$ cat src/rtl/png_scanline_packer_if.sv
// Pixel-in / scanline-byte-out bundle for png_scanline_packer.
// The slave side is the packer; the master side is whoever feeds pixels and takes bytes.
interface png_scanline_packer_if;
   logic [7:0]  pix_r;
   logic [7:0]  pix_g;
   logic [7:0]  pix_b;
   logic        pix_valid;
   logic [7:0]  byte_data;
   logic        byte_valid;
   logic        byte_ready;
   logic        byte_last_row;
   logic        byte_last_frame;
   logic [31:0] adler_out;
   logic        adler_valid;
   logic        overflow;

   modport slave (
      input  pix_r, pix_g, pix_b, pix_valid, byte_ready,
      output byte_data, byte_valid, byte_last_row, byte_last_frame,
      output adler_out, adler_valid, overflow
   );

   modport master (
      output pix_r, pix_g, pix_b, pix_valid, byte_ready,
      input  byte_data, byte_valid, byte_last_row, byte_last_frame,
      input  adler_out, adler_valid, overflow
   );
endinterface

$ cat src/rtl/png_scanline_packer.sv
// Buffers RGB pixels and emits raw PNG scanlines (filter byte 0x00 + RGB per pixel)
// over valid/ready, with a running Adler-32 of every emitted byte.
module png_scanline_packer #(
   parameter int WIDTH      = 256,
   parameter int HEIGHT     = 256,
   parameter int FIFO_DEPTH = 16
) (
   input  logic                  clk,
   input  logic                  rst,
   png_scanline_packer_if.slave  bus
);

   localparam int AW = $clog2(FIFO_DEPTH);
   localparam int CW = (WIDTH  > 1) ? $clog2(WIDTH)  : 1;
   localparam int RW = (HEIGHT > 1) ? $clog2(HEIGHT) : 1;
   localparam logic [AW:0]   DEPTH_C  = (AW+1)'(FIFO_DEPTH);
   localparam logic [CW-1:0] COL_LAST = CW'(WIDTH - 1);
   localparam logic [RW-1:0] ROW_LAST = RW'(HEIGHT - 1);
   localparam logic [16:0]   MOD_C    = 17'd65521;

   typedef enum logic [2:0] {S_IDLE, S_FILT, S_R, S_G, S_B, S_DONE} state_t;

   state_t          state;
   state_t          state_nx;

   logic [23:0]     mem [FIFO_DEPTH];
   logic [AW-1:0]   wr_ptr;
   logic [AW-1:0]   rd_ptr;
   logic [AW:0]     cnt;
   logic            empty;
   logic            full;
   logic            push;
   logic            pop;

   logic [CW-1:0]   col;
   logic [RW-1:0]   row;
   logic [7:0]      cur_g;
   logic [7:0]      cur_b;
   logic            last_row;
   logic            last_frame;
   logic            xfer;

   logic [15:0]     s1;
   logic [15:0]     s2;
   logic [15:0]     s1_nx;
   logic [15:0]     s2_nx;

   // Both operands are already reduced, so a single conditional subtract suffices.
   function automatic logic [15:0] mod_add(input logic [15:0] a, input logic [15:0] b);
      logic [16:0] sum;
      sum = {1'b0, a} + {1'b0, b};
      if (sum >= MOD_C)
         sum = sum - MOD_C;
      return sum[15:0];
   endfunction

   assign empty      = (cnt == '0);
   assign full       = (cnt == DEPTH_C);
   assign push       = bus.pix_valid && (!full || pop);
   assign xfer       = bus.byte_valid && bus.byte_ready;
   assign last_row   = (col == COL_LAST);
   assign last_frame = last_row && (row == ROW_LAST);

   assign s1_nx         = mod_add(s1, {8'h00, bus.byte_data});
   assign s2_nx         = mod_add(s2, s1_nx);
   assign bus.adler_out = {s2, s1};

   always_comb begin
      state_nx = state;
      pop      = 1'b0;
      case (state)
         S_IDLE: begin
            if (!empty) begin
               if (col == '0) begin
                  state_nx = S_FILT;
               end else begin
                  state_nx = S_R;
                  pop      = 1'b1;
               end
            end
         end
         S_FILT: begin
            if (xfer) begin
               if (!empty) begin
                  state_nx = S_R;
                  pop      = 1'b1;
               end else begin
                  state_nx = S_IDLE;
               end
            end
         end
         S_R: begin
            if (xfer)
               state_nx = S_G;
         end
         S_G: begin
            if (xfer)
               state_nx = S_B;
         end
         S_B: begin
            if (xfer) begin
               if (last_frame) begin
                  state_nx = S_DONE;
               end else if (last_row) begin
                  state_nx = empty ? S_IDLE : S_FILT;
               end else if (!empty) begin
                  state_nx = S_R;
                  pop      = 1'b1;
               end else begin
                  state_nx = S_IDLE;
               end
            end
         end
         S_DONE:  state_nx = S_IDLE;
         default: state_nx = S_IDLE;
      endcase
   end

   // Pixel storage and the G/B bytes of the pixel currently being emitted.
   always_ff @(posedge clk) begin
      if (push)
         mem[wr_ptr] <= {bus.pix_r, bus.pix_g, bus.pix_b};
      if (pop) begin
         cur_g <= mem[rd_ptr][15:8];
         cur_b <= mem[rd_ptr][7:0];
      end
   end

   always_ff @(posedge clk) begin
      if (rst) begin
         state               <= S_IDLE;
         wr_ptr              <= '0;
         rd_ptr              <= '0;
         cnt                 <= '0;
         col                 <= '0;
         row                 <= '0;
         s1                  <= 16'd1;
         s2                  <= 16'd0;
         bus.byte_data       <= 8'h00;
         bus.byte_valid      <= 1'b0;
         bus.byte_last_row   <= 1'b0;
         bus.byte_last_frame <= 1'b0;
         bus.adler_valid     <= 1'b0;
         bus.overflow        <= 1'b0;
      end else begin
         state <= state_nx;

         if (push)
            wr_ptr <= wr_ptr + AW'(1);
         if (pop)
            rd_ptr <= rd_ptr + AW'(1);
         if (push && !pop)
            cnt <= cnt + (AW+1)'(1);
         else if (pop && !push)
            cnt <= cnt - (AW+1)'(1);
         if (bus.pix_valid && full && !pop)
            bus.overflow <= 1'b1;

         if (xfer) begin
            s1 <= s1_nx;
            s2 <= s2_nx;
         end

         if (xfer && (state == S_B) && !last_frame) begin
            if (last_row) begin
               col <= '0;
               row <= row + RW'(1);
            end else begin
               col <= col + CW'(1);
            end
         end

         // The checksum was shown for one cycle in S_DONE; start the next frame clean.
         if (state == S_DONE) begin
            s1  <= 16'd1;
            s2  <= 16'd0;
            col <= '0;
            row <= '0;
         end

         // Byte outputs only change on a state change, which keeps them stable under stall.
         if (state_nx != state) begin
            bus.byte_valid      <= state_nx inside {S_FILT, S_R, S_G, S_B};
            bus.byte_last_row   <= 1'b0;
            bus.byte_last_frame <= 1'b0;
            case (state_nx)
               S_FILT: bus.byte_data <= 8'h00;
               S_R:    bus.byte_data <= mem[rd_ptr][23:16];
               S_G:    bus.byte_data <= cur_g;
               S_B: begin
                  bus.byte_data       <= cur_b;
                  bus.byte_last_row   <= last_row;
                  bus.byte_last_frame <= last_frame;
               end
               default: bus.byte_data <= 8'h00;
            endcase
         end

         bus.adler_valid <= (state_nx == S_DONE);
      end
   end

endmodule
$ cat src/flat_wrapper.sv
// flat-port wrapper written by rule: the top's interface ports become plain ports
module png_scanline_packer_flat 
#(
   parameter int WIDTH      = 256,
   parameter int HEIGHT     = 256,
   parameter int FIFO_DEPTH = 16
)
  (clk, rst, bus_pix_r, bus_pix_g, bus_pix_b, bus_pix_valid, bus_byte_ready, bus_byte_data, bus_byte_valid, bus_byte_last_row, bus_byte_last_frame, bus_adler_out, bus_adler_valid, bus_overflow);
  png_scanline_packer_if bus_i ();
  input  logic clk;
  input  logic rst;
  input wire logic [$bits(bus_i.pix_r)-1:0] bus_pix_r;
  input wire logic [$bits(bus_i.pix_g)-1:0] bus_pix_g;
  input wire logic [$bits(bus_i.pix_b)-1:0] bus_pix_b;
  input wire logic [$bits(bus_i.pix_valid)-1:0] bus_pix_valid;
  input wire logic [$bits(bus_i.byte_ready)-1:0] bus_byte_ready;
  output wire logic [$bits(bus_i.byte_data)-1:0] bus_byte_data;
  output wire logic [$bits(bus_i.byte_valid)-1:0] bus_byte_valid;
  output wire logic [$bits(bus_i.byte_last_row)-1:0] bus_byte_last_row;
  output wire logic [$bits(bus_i.byte_last_frame)-1:0] bus_byte_last_frame;
  output wire logic [$bits(bus_i.adler_out)-1:0] bus_adler_out;
  output wire logic [$bits(bus_i.adler_valid)-1:0] bus_adler_valid;
  output wire logic [$bits(bus_i.overflow)-1:0] bus_overflow;
  assign bus_i.pix_r = bus_pix_r;
  assign bus_i.pix_g = bus_pix_g;
  assign bus_i.pix_b = bus_pix_b;
  assign bus_i.pix_valid = bus_pix_valid;
  assign bus_i.byte_ready = bus_byte_ready;
  assign bus_byte_data = bus_i.byte_data;
  assign bus_byte_valid = bus_i.byte_valid;
  assign bus_byte_last_row = bus_i.byte_last_row;
  assign bus_byte_last_frame = bus_i.byte_last_frame;
  assign bus_adler_out = bus_i.adler_out;
  assign bus_adler_valid = bus_i.adler_valid;
  assign bus_overflow = bus_i.overflow;
  png_scanline_packer #(.WIDTH(WIDTH), .HEIGHT(HEIGHT), .FIFO_DEPTH(FIFO_DEPTH)) u_core (.clk(clk), .rst(rst), .bus(bus_i));
endmodule
$ cat config.mk
export PLATFORM = sky130hd
export DESIGN_NAME = png_scanline_packer_flat
export DESIGN_NICKNAME = d
export VERILOG_FILES = /design/src/rtl/png_scanline_packer_if.sv /design/src/rtl/png_scanline_packer.sv /design/src/flat_wrapper.sv
export SDC_FILE = /design/constraint.sdc
export NUM_CORES = 1
export LEC_CHECK = 0
export ABC_AREA = 1
export CAP_MARGIN = 20
export CORE_ASPECT_RATIO = 1.5
export CORE_MARGIN = 2
export CORE_UTILIZATION = 40
export DETAILED_ROUTE_END_ITERATION = 8
export SLEW_MARGIN = 20
export SYNTH_ARGS = -nofsm -noshare
export SYNTH_HDL_FRONTEND = slang
export SYNTH_SLANG_ARGS = --single-unit
$ cat constraint.sdc
create_clock -name clk -period 6 [get_ports clk]
set_input_delay 1.2 -clock clk [delete_from_list [all_inputs] [get_ports clk]]
set_output_delay 1.2 -clock clk [all_outputs]
set_load 0.05 [all_outputs]
==> flow_metrics.env, run 1 <==
export IMPL_outcome="finished clean"
export IMPL_drive_above_1_share=0.0768
export IMPL_p_leak_nw=9.43
export IMPL_syn_instance_count=2127
export IMPL_core_area_um2=54800
export IMPL_fin_area_um2=25300
export IMPL_async_reset_ff_frac=0
export IMPL_htree_levels=2
export IMPL_synthSimpleGateAreaFrac=0.139
export IMPL_synth_nets=2200
export IMPL_whs_path_depth=2
export IMPL_grt_overflow_total=0
export IMPL_synth_compound_area_frac=0.104
export IMPL_clkSlewWorstSetupHoldPaths_ns=0.06
export IMPL_synthAdderAreaFrac=0.0264
export IMPL_clk_path_buf_depth=3
export IMPL_r2r_start="u_core.s1[0]$_SDFFE_PP1P_"
export IMPL_cts_root_buf="clkbuf_16"
export IMPL_ys_seq_area_frac=0.615
export IMPL_finalHoldViolCount=0
export IMPL_fin_crit_ns=5.30
export IMPL_hpwl_um=35900
export IMPL_avgRoutedWirePerCell_um=19.4
export IMPL_cp_top_family="simple AND/OR/NAND/NOR gates"
export IMPL_yosysUniqueCellTypes=48
export IMPL_cts_sinks=481
export IMPL_vias_per_cell=5.30
export IMPL_cap_violations=0
export IMPL_slew_headroom=0.315
export IMPL_grt_start_max_net_pins=91
export IMPL_end_kind="flop"
export IMPL_synth_top_family_by_area="simple AND/OR/NAND/NOR gates"
export IMPL_area_growth_pct=14.2
export IMPL_ant_nets=0
export IMPL_dp_slack_ns=0.596
export IMPL_min_period_over_period=0.884
export IMPL_peakVddDrop_v=0.000202
export IMPL_fmax_ghz=0.189
export IMPL_required_ns=6.46
export IMPL_criticalPathCategory="flop to flop"
export IMPL_rows=105
export IMPL_slowest_delay_ns=0.42
export IMPL_slew_viol_final=0
export IMPL_cts_tree="done"
export IMPL_die_w_um=196
export IMPL_yosys_mux_area_fraction=0.0437
export IMPL_crit_path_frequent_cell="nand2_1"
export IMPL_die_h_um=292
export IMPL_place_area_um2=23800
export IMPL_ios=73
export IMPL_clock_latency_ns=0.57
export IMPL_critPathSlowestCell="fa_1"
export IMPL_numCtsBuffers=48
export IMPL_layout_setup_ws_ns=0.697
export IMPL_yosys_warnings=0
export IMPL_drc=0
export IMPL_yosys_most_used_dff="edfxtp_1"
export IMPL_grt_pass1_vias=15031
export IMPL_fin_skew_ns=0.0154
export IMPL_avgSynthCellArea_um2=10.4
export IMPL_num_nets_final=2264
export IMPL_r2r_cells=33
export IMPL_first_iter_violations=1018
export IMPL_fin_setup_tns_ns=0
export IMPL_netlist_area_um2=22200
export IMPL_grt_pass1_wl_um=87300
export IMPL_rsz0062_at_grt="false"
export IMPL_wl_um=56800
export IMPL_n_antenna_cell=0
export IMPL_grt_use_total=0.198
export IMPL_cp_start_kind="flop"
export IMPL_power_density_nw_per_um2=346
export IMPL_start_util=0.405
export IMPL_worst_r2r_setup_slack_ns=0.70
export IMPL_setup_viol=0
export IMPL_synth_edf_count=400
export IMPL_port_buffers=72
export IMPL_worstHoldEndpoint="u_core.row[7]$_SDFFE_PP0P_"
export IMPL_tightest_slew_ns=1.03
export IMPL_drt_pass1_iterations=6
export IMPL_hold_path_class="flop to flop"
export IMPL_min_delay_start="u_core.row[7]$_SDFFE_PP0P_"
export IMPL_gp_congestion=0.926
export IMPL_ys_seq_elements=481
export IMPL_rr_endpoint="u_core.s2[9]$_SDFFE_PP0P_"
export IMPL_vias=15479
export IMPL_fp_dieArea_um2=57400
export IMPL_path_buf_inv=4
export IMPL_antenna_found_initial=1
export IMPL_cp_max_fo=26
export IMPL_cts_hold_buffers_added=0
export IMPL_critical_path_arrival_ns=5.77
export IMPL_synth_xor_area_frac=0.00620
export IMPL_post_cts_setup_buffers=0
-- worst register-to-register path: cells and delay by family (launching register included) --
kind            cells  cell delay, ns
simple gates       25            3.44
compound gates      1            0.21
flops               1            0.36
fa+ha+maj           3            0.96
buf+inv             4            0.23
-- report_power, final --
part	total [mW]	leakage (nW)	switching, mW	internal, mW
sequential	3.91	4.27	0.135	3.77
clock	3.05	0.768	1.29	1.76
combinational	1.82	4.39	1.25	0.579
-- Yosys cell counts (8+ instances only) --
cell type | count | area [µm²]
a21oi_1 | 162 | 811
buf_2 | 21 | 105
clkbuf_1 | 55 | 206
dfxtp_1 | 81 | 1620
edfxtp_1 | 400 | 12000
ha_1 | 42 | 526
inv_1 | 274 | 1030
inv_2 | 10 | 37.5
mux2i_1 | 90 | 901
nand2_1 | 346 | 1300
nand2_2 | 10 | 62.6
nand3_1 | 145 | 726
nand3_2 | 8 | 80.1
nand4_1 | 29 | 181
nor2_1 | 115 | 432
nor3_1 | 19 | 95.1
o211ai_1 | 72 | 541
o21ai_0 | 168 | 841
xor2_1 | 8 | 70.1
-- area by class of cell --
| cell class | instances | area, µm² |
|---|---|---|
| Fill cell | 5035 | 29400 |
| Inverter | 285 | 1070 |
| Multi-Input combinational cell | 1270 | 7200 |
| Sequential cell | 481 | 13600 |
| Clock inverter | 32 | 334 |
| Clock buffer | 55 | 1250 |
| Timing Repair Buffer | 105 | 981 |
| Tap cell | 695 | 870 |
-- repair_timing --
action,4_1_cts,5_1_grt
resized for setup,0,2
endpoints found under the setup margin,0,5
hold endpoints to repair,0,0
-- kinds of logic (layout without fill, tap and decap cells) --
family	after synthesis	after routing
AO/OA/AOI/OAI	417	417
XOR/XNOR	14	14
adder cells (fa/ha/maj)	45	45
buffers and inverters	376	477
flip-flops	481	481
multiplexers	96	96
AND/OR/NAND/NOR	698	698
-- flip-flops by register name, indices dropped and copies added, names as in the netlist, named ones only --
| signal | count |
|---|---|
| u_core.cur_g | 8 |
| u_core.mem | 384 |
| u_core.cur_b | 8 |
| u_core.row | 8 |
| u_core.bus.byte_last_row | 1 |
| u_core.col | 8 |
| u_core.s1 | 16 |
| u_core.bus.byte_valid | 1 |
| u_core.bus.byte_data | 8 |
| u_core.cnt | 5 |
| u_core.s2 | 16 |
| u_core.state | 3 |
| u_core.bus.byte_last_frame | 1 |
| u_core.wr_ptr | 4 |
| u_core.bus.adler_valid | 1 |
| u_core.bus.overflow | 1 |
| u_core.rd_ptr | 4 |
-- worst max path at each step --
stage,from,to,cells after the start
floorplan,u_core.bus.byte_data[0]$_SDFFE_PP0P_,u_core.s2[6]$_SDFFE_PP0P_,36
global placement,u_core.s1[0]$_SDFFE_PP1P_,u_core.s2[14]$_SDFFE_PP0P_,33
detailed placement,u_core.s1[0]$_SDFFE_PP1P_,u_core.s2[11]$_SDFFE_PP0P_,33
CTS,u_core.s1[0]$_SDFFE_PP1P_,u_core.s2[9]$_SDFFE_PP0P_,33
global route,u_core.bus.byte_data[0]$_SDFFE_PP0P_,u_core.s2[9]$_SDFFE_PP0P_,33
finish,u_core.s1[0]$_SDFFE_PP1P_,u_core.s2[9]$_SDFFE_PP0P_,33
-- metal layers --
layer	vias up	share of wire	GRT usage
met5	-	0.00018	0
met4	2	0.038	0.0767
met3	120	0.041	0.0245
met2	328	0.52	0.368
met1	7507	0.40	0.231
li1	7522	-	-
-- through the flow --
stage | hold slack, ns | std cells | util | power [mW]
2_1_floorplan | 0.436 | 2127 | - | 5.23
3_3_place_gp | 0.452 | 2836 | 0.434 | 5.78
3_5_place_dp | 0.458 | 2836 | 0.434 | 5.80
4_1_cts | 0.469 | 2923 | 0.462 | 8.84
5_1_grt | 0.492 | 2923 | 0.463 | 9.19
6_report | 0.467 | 2923 | 0.463 | 8.78
-- cells in the final DEF, fill, tap and decap left out, drive strengths merged, types with 3 or more instances in the layout --
cell type	instances
a21o	3
a21oi	163
buf	33
bufinv	6
clkbuf	55
clkdlybuf4s50	72
clkinv	22
clkinvlp	3
dfxtp	81
edfxtp	400
fa	3
ha	42
inv	286
mux2	6
mux2i	90
nand2	356
nand3	154
nand3b	7
nand4	30
nor2	121
nor3	21
o211ai	72
o21ai	172
xnor2	4
xor2	10
Note: power is estimated with default switching activity, not from simulation.
==> run 2: changes to the inputs <==
--- a/config.mk
+++ b/config.mk
@@ -7,7 +7,6 @@
 export LEC_CHECK = 0
 export ABC_AREA = 1
-export CAP_MARGIN = 20
+export CAP_MARGIN = 25
 export CORE_ASPECT_RATIO = 1.5
-export CORE_MARGIN = 2
 export CORE_UTILIZATION = 40
 export DETAILED_ROUTE_END_ITERATION = 8
==> constraint.sdc (replaced) <==
create_clock -name clk -period 6 [get_ports clk]
set_input_delay 0.9 -clock clk [delete_from_list [all_inputs] [get_ports clk]]
set_output_delay 0.9 -clock clk [all_outputs]
set_load 0.05 [all_outputs]
==> run 2 against run 1 <==
  * Core utilization is 0.078 points lower
  * Combinational power is essentially flat
  * Fmax decreased by 2.1%
  * Highest routed layer unchanged
  * Global-route usage up 0.48 points
  * Clock skew rose by 0.00065 ns
  * Largest cell class unchanged
  * Sequential power about the same
  * Critical path depth rose by 3
  * Largest power group unchanged
  * Register-to-register slack worse by 0.11 ns
==> flow_metrics.env, run 2 (synthesized netlist as in run 1, its figures left out) <==
export IMPL_outcome="finished clean"
export IMPL_rows=105
export IMPL_area_growth_pct=14.0
export IMPL_cap_violations=0
export IMPL_path_buf_inv=5
export IMPL_grt_use_total=0.203
export IMPL_cts_sinks=481
export IMPL_gp_congestion=0.922
export IMPL_worstHoldEndpoint="u_core.row[7]$_SDFFE_PP0P_"
export IMPL_n_antenna_cell=0
export IMPL_dp_slack_ns=0.689
export IMPL_cp_max_fo=13
export IMPL_sequentialPowerShare=0.446
export IMPL_setup_viol=0
export IMPL_ios=73
export IMPL_port_buffers=72
export IMPL_min_delay_start="u_core.row[7]$_SDFFE_PP0P_"
export IMPL_hold_path_class="flop to flop"
export IMPL_cts_hold_buffers_added=0
export IMPL_tightest_slew_ns=0.948
export IMPL_layout_common_cells="edfxtp_1, nand2_1, inv_1, o21ai_0, a21oi_1"
export IMPL_rr_endpoint="u_core.s2[14]$_SDFFE_PP0P_"
export IMPL_antenna_found_initial=3
export IMPL_vias=15537
export IMPL_final_core_util=0.462
export IMPL_core_area_um2=54800
export IMPL_timing_hold_ws_ns=0.471
export IMPL_min_period_over_period=0.902
export IMPL_mostFrequentLayoutCell="edfxtp_1"
export IMPL_required_ns=6.47
export IMPL_end_kind="flop"
export IMPL_drive_above_1_share=0.0733
export IMPL_die_h_um=290
export IMPL_power_density_nw_per_um2=345
export IMPL_p_leak_nw=9.41
export IMPL_peakVddDrop_v=0.000213
export IMPL_fin_area_um2=25300
export IMPL_ant_nets=0
export IMPL_drt_pass1_iterations=7
export IMPL_cts_tree="done"
export IMPL_grt_start_max_net_pins=142
export IMPL_clk_path_buf_depth=3
export IMPL_drc=0
export IMPL_start_util=0.405
export IMPL_slew_headroom=0.368
export IMPL_grt_overflow_total=0
export IMPL_wl_um=57300
export IMPL_fmax_ghz=0.185
export IMPL_hpwl_um=35000
export IMPL_cts_root_buf="clkbuf_16"
export IMPL_p_total_mw=8.73
export IMPL_crit_path_frequent_cell="nand2_1"
export IMPL_clock_latency_ns=0.57
export IMPL_vias_per_cell=5.32
export IMPL_grt_pass1_wl_um=88000
export IMPL_whs_path_depth=2
export IMPL_clkSlewWorstSetupHoldPaths_ns=0.07
export IMPL_path_depth=36
export IMPL_layout_setup_ws_ns=0.585
export IMPL_p_int_mw=6.09
export IMPL_rsz0062_at_grt="false"
export IMPL_power_switching_mw=2.65
export IMPL_criticalPathCategory="flop to flop"
export IMPL_dpl_cell_count=2834
export IMPL_place_area_um2=23700
export IMPL_regMostFlops="u_core.mem"
export IMPL_critical_path_arrival_ns=5.89
export IMPL_num_nets_final=2260
export IMPL_post_cts_resized=0
export IMPL_grt_pass1_vias=15243
export IMPL_cp_start_kind="flop"
export IMPL_reg_top3="u_core.mem x384, u_core.s1 x16, u_core.s2 x16"
export IMPL_fin_skew_ns=0.0160
export IMPL_die_w_um=194
export IMPL_fin_crit_ns=5.41
export IMPL_fp_dieArea_um2=56400
export IMPL_clkPwrFrac=0.344
export IMPL_post_cts_setup_buffers=0
export IMPL_slowest_delay_ns=0.42
export IMPL_finalHoldViolCount=0
export IMPL_avgRoutedWirePerCell_um=19.7
export IMPL_first_iter_violations=1072
export IMPL_power_frac_comb=0.210
export IMPL_numCtsBuffers=46
export IMPL_critPathSlowestCell="fa_1"
export IMPL_worst_r2r_setup_slack_ns=0.59
export IMPL_r2r_start="u_core.bus.byte_data[0]$_SDFFE_PP0P_"
export IMPL_slew_viol_final=0
export IMPL_layoutNonFillerInstCount=2918
export IMPL_htree_levels=2
export IMPL_fin_setup_tns_ns=0
export IMPL_r2r_cells=36
export IMPL_largest_reg_flops=384
export IMPL_p_sw_frac=0.303
export IMPL_cp_top_family="simple AND/OR/NAND/NOR gates"
==> run 2: cell count changes in the layout (fill, tap and decap cells not counted), moves of 2 or more <==
cell       previous run  this run
buf_4                32        29
clkinv_2              8         5
clkbuf_16            49        47
clkinv_1             12        14
clkinv_8              0         2
inv_6                 2         0
==> run 2: how the worst max path moves through the flow <==
| stage | start | endpoint | slack [ns] |
|---|---|---|---|
| 4_1_cts | u_core.bus.byte_data[0]$_SDFFE_PP0P_ | u_core.s2[11]$_SDFFE_PP0P_ | 0.67 |
| 5_1_grt | u_core.bus.byte_data[0]$_SDFFE_PP0P_ | u_core.s2[9]$_SDFFE_PP0P_ | 0.03 |
| 2_1_floorplan | u_core.bus.byte_data[0]$_SDFFE_PP0P_ | u_core.s2[6]$_SDFFE_PP0P_ | 1.14 |
| 3_3_place_gp | u_core.s1[0]$_SDFFE_PP1P_ | u_core.s2[11]$_SDFFE_PP0P_ | 0.89 |
| 6_report | u_core.bus.byte_data[0]$_SDFFE_PP0P_ | u_core.s2[14]$_SDFFE_PP0P_ | 0.59 |
| 3_5_place_dp | u_core.bus.byte_data[0]$_SDFFE_PP0P_ | u_core.s2[7]$_SDFFE_PP0P_ | 0.69 |
==> run 2: layout make-up <==
type	count	area [µm²]
clock buffer	53	1200
clock inverter	31	354
fill	4950	29500
inverter	285	1070
multi-input combinational	1270	7190
sequential	481	13600
tap	695	870
timing repair buffer	103	978
==> run 2: power groups by stage <==
stage	Clock, mW	Combinational (mW)	Sequential [mW]
after floorplan	0	1.14	4.09
after global placement	0	1.80	3.97
after detailed placement	0	1.83	3.97
after CTS	3.06	1.84	3.90
after global routing	3.18	2.03	3.91
final	3.01	1.83	3.90
==> run 2: worst min-delay path, stage by stage (launching register included) <==
cell,delay (ns)
dfxtp_1,0.31
inv_1,0.06
a21oi_1,0.05
==> run 2: layer usage <==
layer / share of wire / GRT usage / vias up
met3: 0.041 / 0.0234 / 137
met2: 0.53 / 0.380 / 388
met1: 0.39 / 0.231 / 7521
met5: 0.00071 / 0 / -
met4: 0.041 / 0.0871 / 6
li1: - / - / 7485
==> run 3: changes to the inputs <==
CELL_PAD_IN_SITES_DETAIL_PLACEMENT = 0   (was default)
CELL_PAD_IN_SITES_GLOBAL_PLACEMENT = 1   (was default)
PLACE_DENSITY_LB_ADDON = 0.1   (was default)
SLEW_MARGIN = 10   (was 20)
==> run 3 against run 2 <==
  * Wire length grew 4.8%
  * Critical path type unchanged
  * Via count down 1.0%
  * Worst setup slack gained 0.0012 ns
  * Sequential share of layout area down 0.069 points
  * Hold slack lost 0.0050 ns
  * Final area rose by 0.13%
  * Core utilization up 0.059 points
  * Global-route usage is 1.2 points higher
  * Final cell count increased by 0.31%
  * Largest cell class unchanged
  * Die area unchanged
  * Clock power down 1%
==> flow_metrics.env, run 3 (synthesized netlist as in run 1, its figures left out) <==
export IMPL_area_growth_pct=14.2
export IMPL_min_delay_start="u_core.bus.overflow$_SDFFE_PP0P_"
export IMPL_drive_above_1_share=0.0789
export IMPL_ios=73
export IMPL_whs_path_depth=1
export IMPL_drc=0
export IMPL_layout_common_cells="edfxtp_1, nand2_1, inv_1, o21ai_0, a21oi_1"
export IMPL_critical_path_arrival_ns=5.89
export IMPL_largest_reg_flops=384
export IMPL_ant_nets=0
export IMPL_crit_path_frequent_cell="nand2_1"
export IMPL_fmax_ghz=0.185
export IMPL_clock_latency_ns=0.59
export IMPL_reg_top3="u_core.mem x384, u_core.s1 x16, u_core.s2 x16"
export IMPL_r2r_start="u_core.s1[0]$_SDFFE_PP1P_"
export IMPL_start_util=0.405
export IMPL_cts_hold_buffers_added=0
export IMPL_n_antenna_cell=0
export IMPL_final_core_util=0.462
export IMPL_gp_congestion=0.860
export IMPL_htree_levels=2
export IMPL_wl_um=60100
export IMPL_hpwl_um=38100
export IMPL_worstHoldEndpoint="u_core.bus.overflow$_SDFFE_PP0P_"
export IMPL_regArea_um2=13600
export IMPL_cts_tree="done"
export IMPL_regMostFlops="u_core.mem"
export IMPL_core_area_um2=54800
export IMPL_cts_sinks=481
export IMPL_finalHoldViolCount=0
export IMPL_timing_hold_ws_ns=0.466
export IMPL_grt_overflow_total=0
export IMPL_place_area_um2=23800
export IMPL_post_cts_setup_buffers=0
export IMPL_mostFrequentLayoutCell="edfxtp_1"
export IMPL_grt_pass1_wl_um=91200
export IMPL_min_period_over_period=0.902
export IMPL_grt_pass1_vias=14955
export IMPL_tightest_slew_ns=0.973
export IMPL_r2r_cells=33
export IMPL_worst_r2r_setup_slack_ns=0.59
export IMPL_avgRoutedWirePerCell_um=20.5
export IMPL_slowest_delay_ns=0.42
export IMPL_hold_path_class="flop to flop"
export IMPL_required_ns=6.48
export IMPL_port_buffers=72
export IMPL_grt_start_max_net_pins=185
export IMPL_fin_skew_ns=0.0157
export IMPL_antenna_found_initial=0
export IMPL_fin_crit_ns=5.41
export IMPL_slew_viol_final=0
export IMPL_fin_area_um2=25300
export IMPL_rsz0062_at_grt="false"
export IMPL_criticalPathCategory="flop to flop"
export IMPL_p_leak_nw=9.45
export IMPL_multi_input_area_um2=7220
export IMPL_fin_setup_tns_ns=0
export IMPL_p_total_mw=8.71
export IMPL_post_cts_resized=0
export IMPL_grt_use_total=0.214
export IMPL_clk_path_buf_depth=3
export IMPL_cp_start_kind="flop"
export IMPL_first_iter_violations=832
export IMPL_numCtsBuffers=48
export IMPL_peakVddDrop_v=0.000226
export IMPL_slew_headroom=0.351
export IMPL_rr_endpoint="u_core.s2[2]$_SDFFE_PP0P_"
export IMPL_nFillCells=5087
export IMPL_outcome="finished clean"
export IMPL_critPathSlowestCell="fa_1"
export IMPL_cp_max_fo=17
export IMPL_clkSlewWorstSetupHoldPaths_ns=0.06
export IMPL_power_density_nw_per_um2=344
export IMPL_fp_dieArea_um2=56400
export IMPL_die_w_um=194
export IMPL_vias_per_cell=5.25
export IMPL_end_kind="flop"
export IMPL_die_h_um=290
export IMPL_cts_root_buf="clkbuf_16"
export IMPL_cap_violations=0
export IMPL_num_nets_final=2266
export IMPL_vias=15374
export IMPL_rows=105
export IMPL_setup_viol=0
export IMPL_drt_pass1_iterations=5
==> run 3: cell types whose count changed in the layout (fill, tap and decap cells not counted), sizes merged <==
cell | before | now
nand3 | 154 | 155
clkinvlp | 3 | 1
buf | 31 | 34
bufinv | 7 | 4
clkbuf | 53 | 60
inv | 284 | 287
==> run 3: worst max-delay path by stage <==
stage / end / cells after the start / from
after floorplan: u_core.s2[6]$_SDFFE_PP0P_ / 36 / u_core.bus.byte_data[0]$_SDFFE_PP0P_
after global placement: u_core.s2[2]$_SDFFE_PP0P_ / 33 / u_core.s1[0]$_SDFFE_PP1P_
after detailed placement: u_core.s2[2]$_SDFFE_PP0P_ / 33 / u_core.s1[0]$_SDFFE_PP1P_
after CTS: u_core.s2[2]$_SDFFE_PP0P_ / 33 / u_core.s1[0]$_SDFFE_PP1P_
after global routing: u_core.s2[9]$_SDFFE_PP0P_ / 34 / u_core.bus.byte_data[0]$_SDFFE_PP0P_
final: u_core.s2[2]$_SDFFE_PP0P_ / 33 / u_core.s1[0]$_SDFFE_PP1P_
==> run 3: final cells by class <==
cell class / instances / share of cell area
sequential: 481 / 0.538
multi-input combinational: 1271 / 0.285
clock buffer: 60 / 0.0501
inverter: 285 / 0.0423
timing repair buffer: 106 / 0.0390
tap: 695 / 0.0343
clock inverter: 29 / 0.0109
==> run 3: critical path: cells and delay by family (launching register included) <==
| kind | cells | cell delay [ns] |
|---|---|---|
| DFF | 1 | 0.36 |
| buffers and inverters | 4 | 0.24 |
| and+or+nand+nor | 25 | 3.50 |
| AOI/OAI and AO/OA | 1 | 0.22 |
| adders and majority gates | 3 | 0.98 |
==> run 3: stage by stage <==
stage	cells	setup WS [ns]
5_1_grt	2927	0.0651
3_5_place_dp	2837	0.278
2_1_floorplan	2127	1.14
3_3_place_gp	2837	0.346
6_report	2927	0.586
4_1_cts	2926	0.266
==> run 3: report_power, final <==
group	switching (mW)	leakage (nW)	total, mW	internal [mW]
Combinational	1.26	4.41	1.84	0.576
Clock	1.29	0.763	2.97	1.68
Sequential	0.129	4.27	3.90	3.77
Total	2.68	9.45	8.71	6.03
==> run 3: metal layers <==
layer / vias up / routed length, µm / GRT usage / part of all wire
met5: - / 0 / 0 / 0
met4: 0 / 1830 / 0.0714 / 0.030
met3: 97 / 1900 / 0.0219 / 0.032
met2: 287 / 32000 / 0.404 / 0.53
met1: 7485 / 24300 / 0.252 / 0.40
li1: 7505 / - / - / -
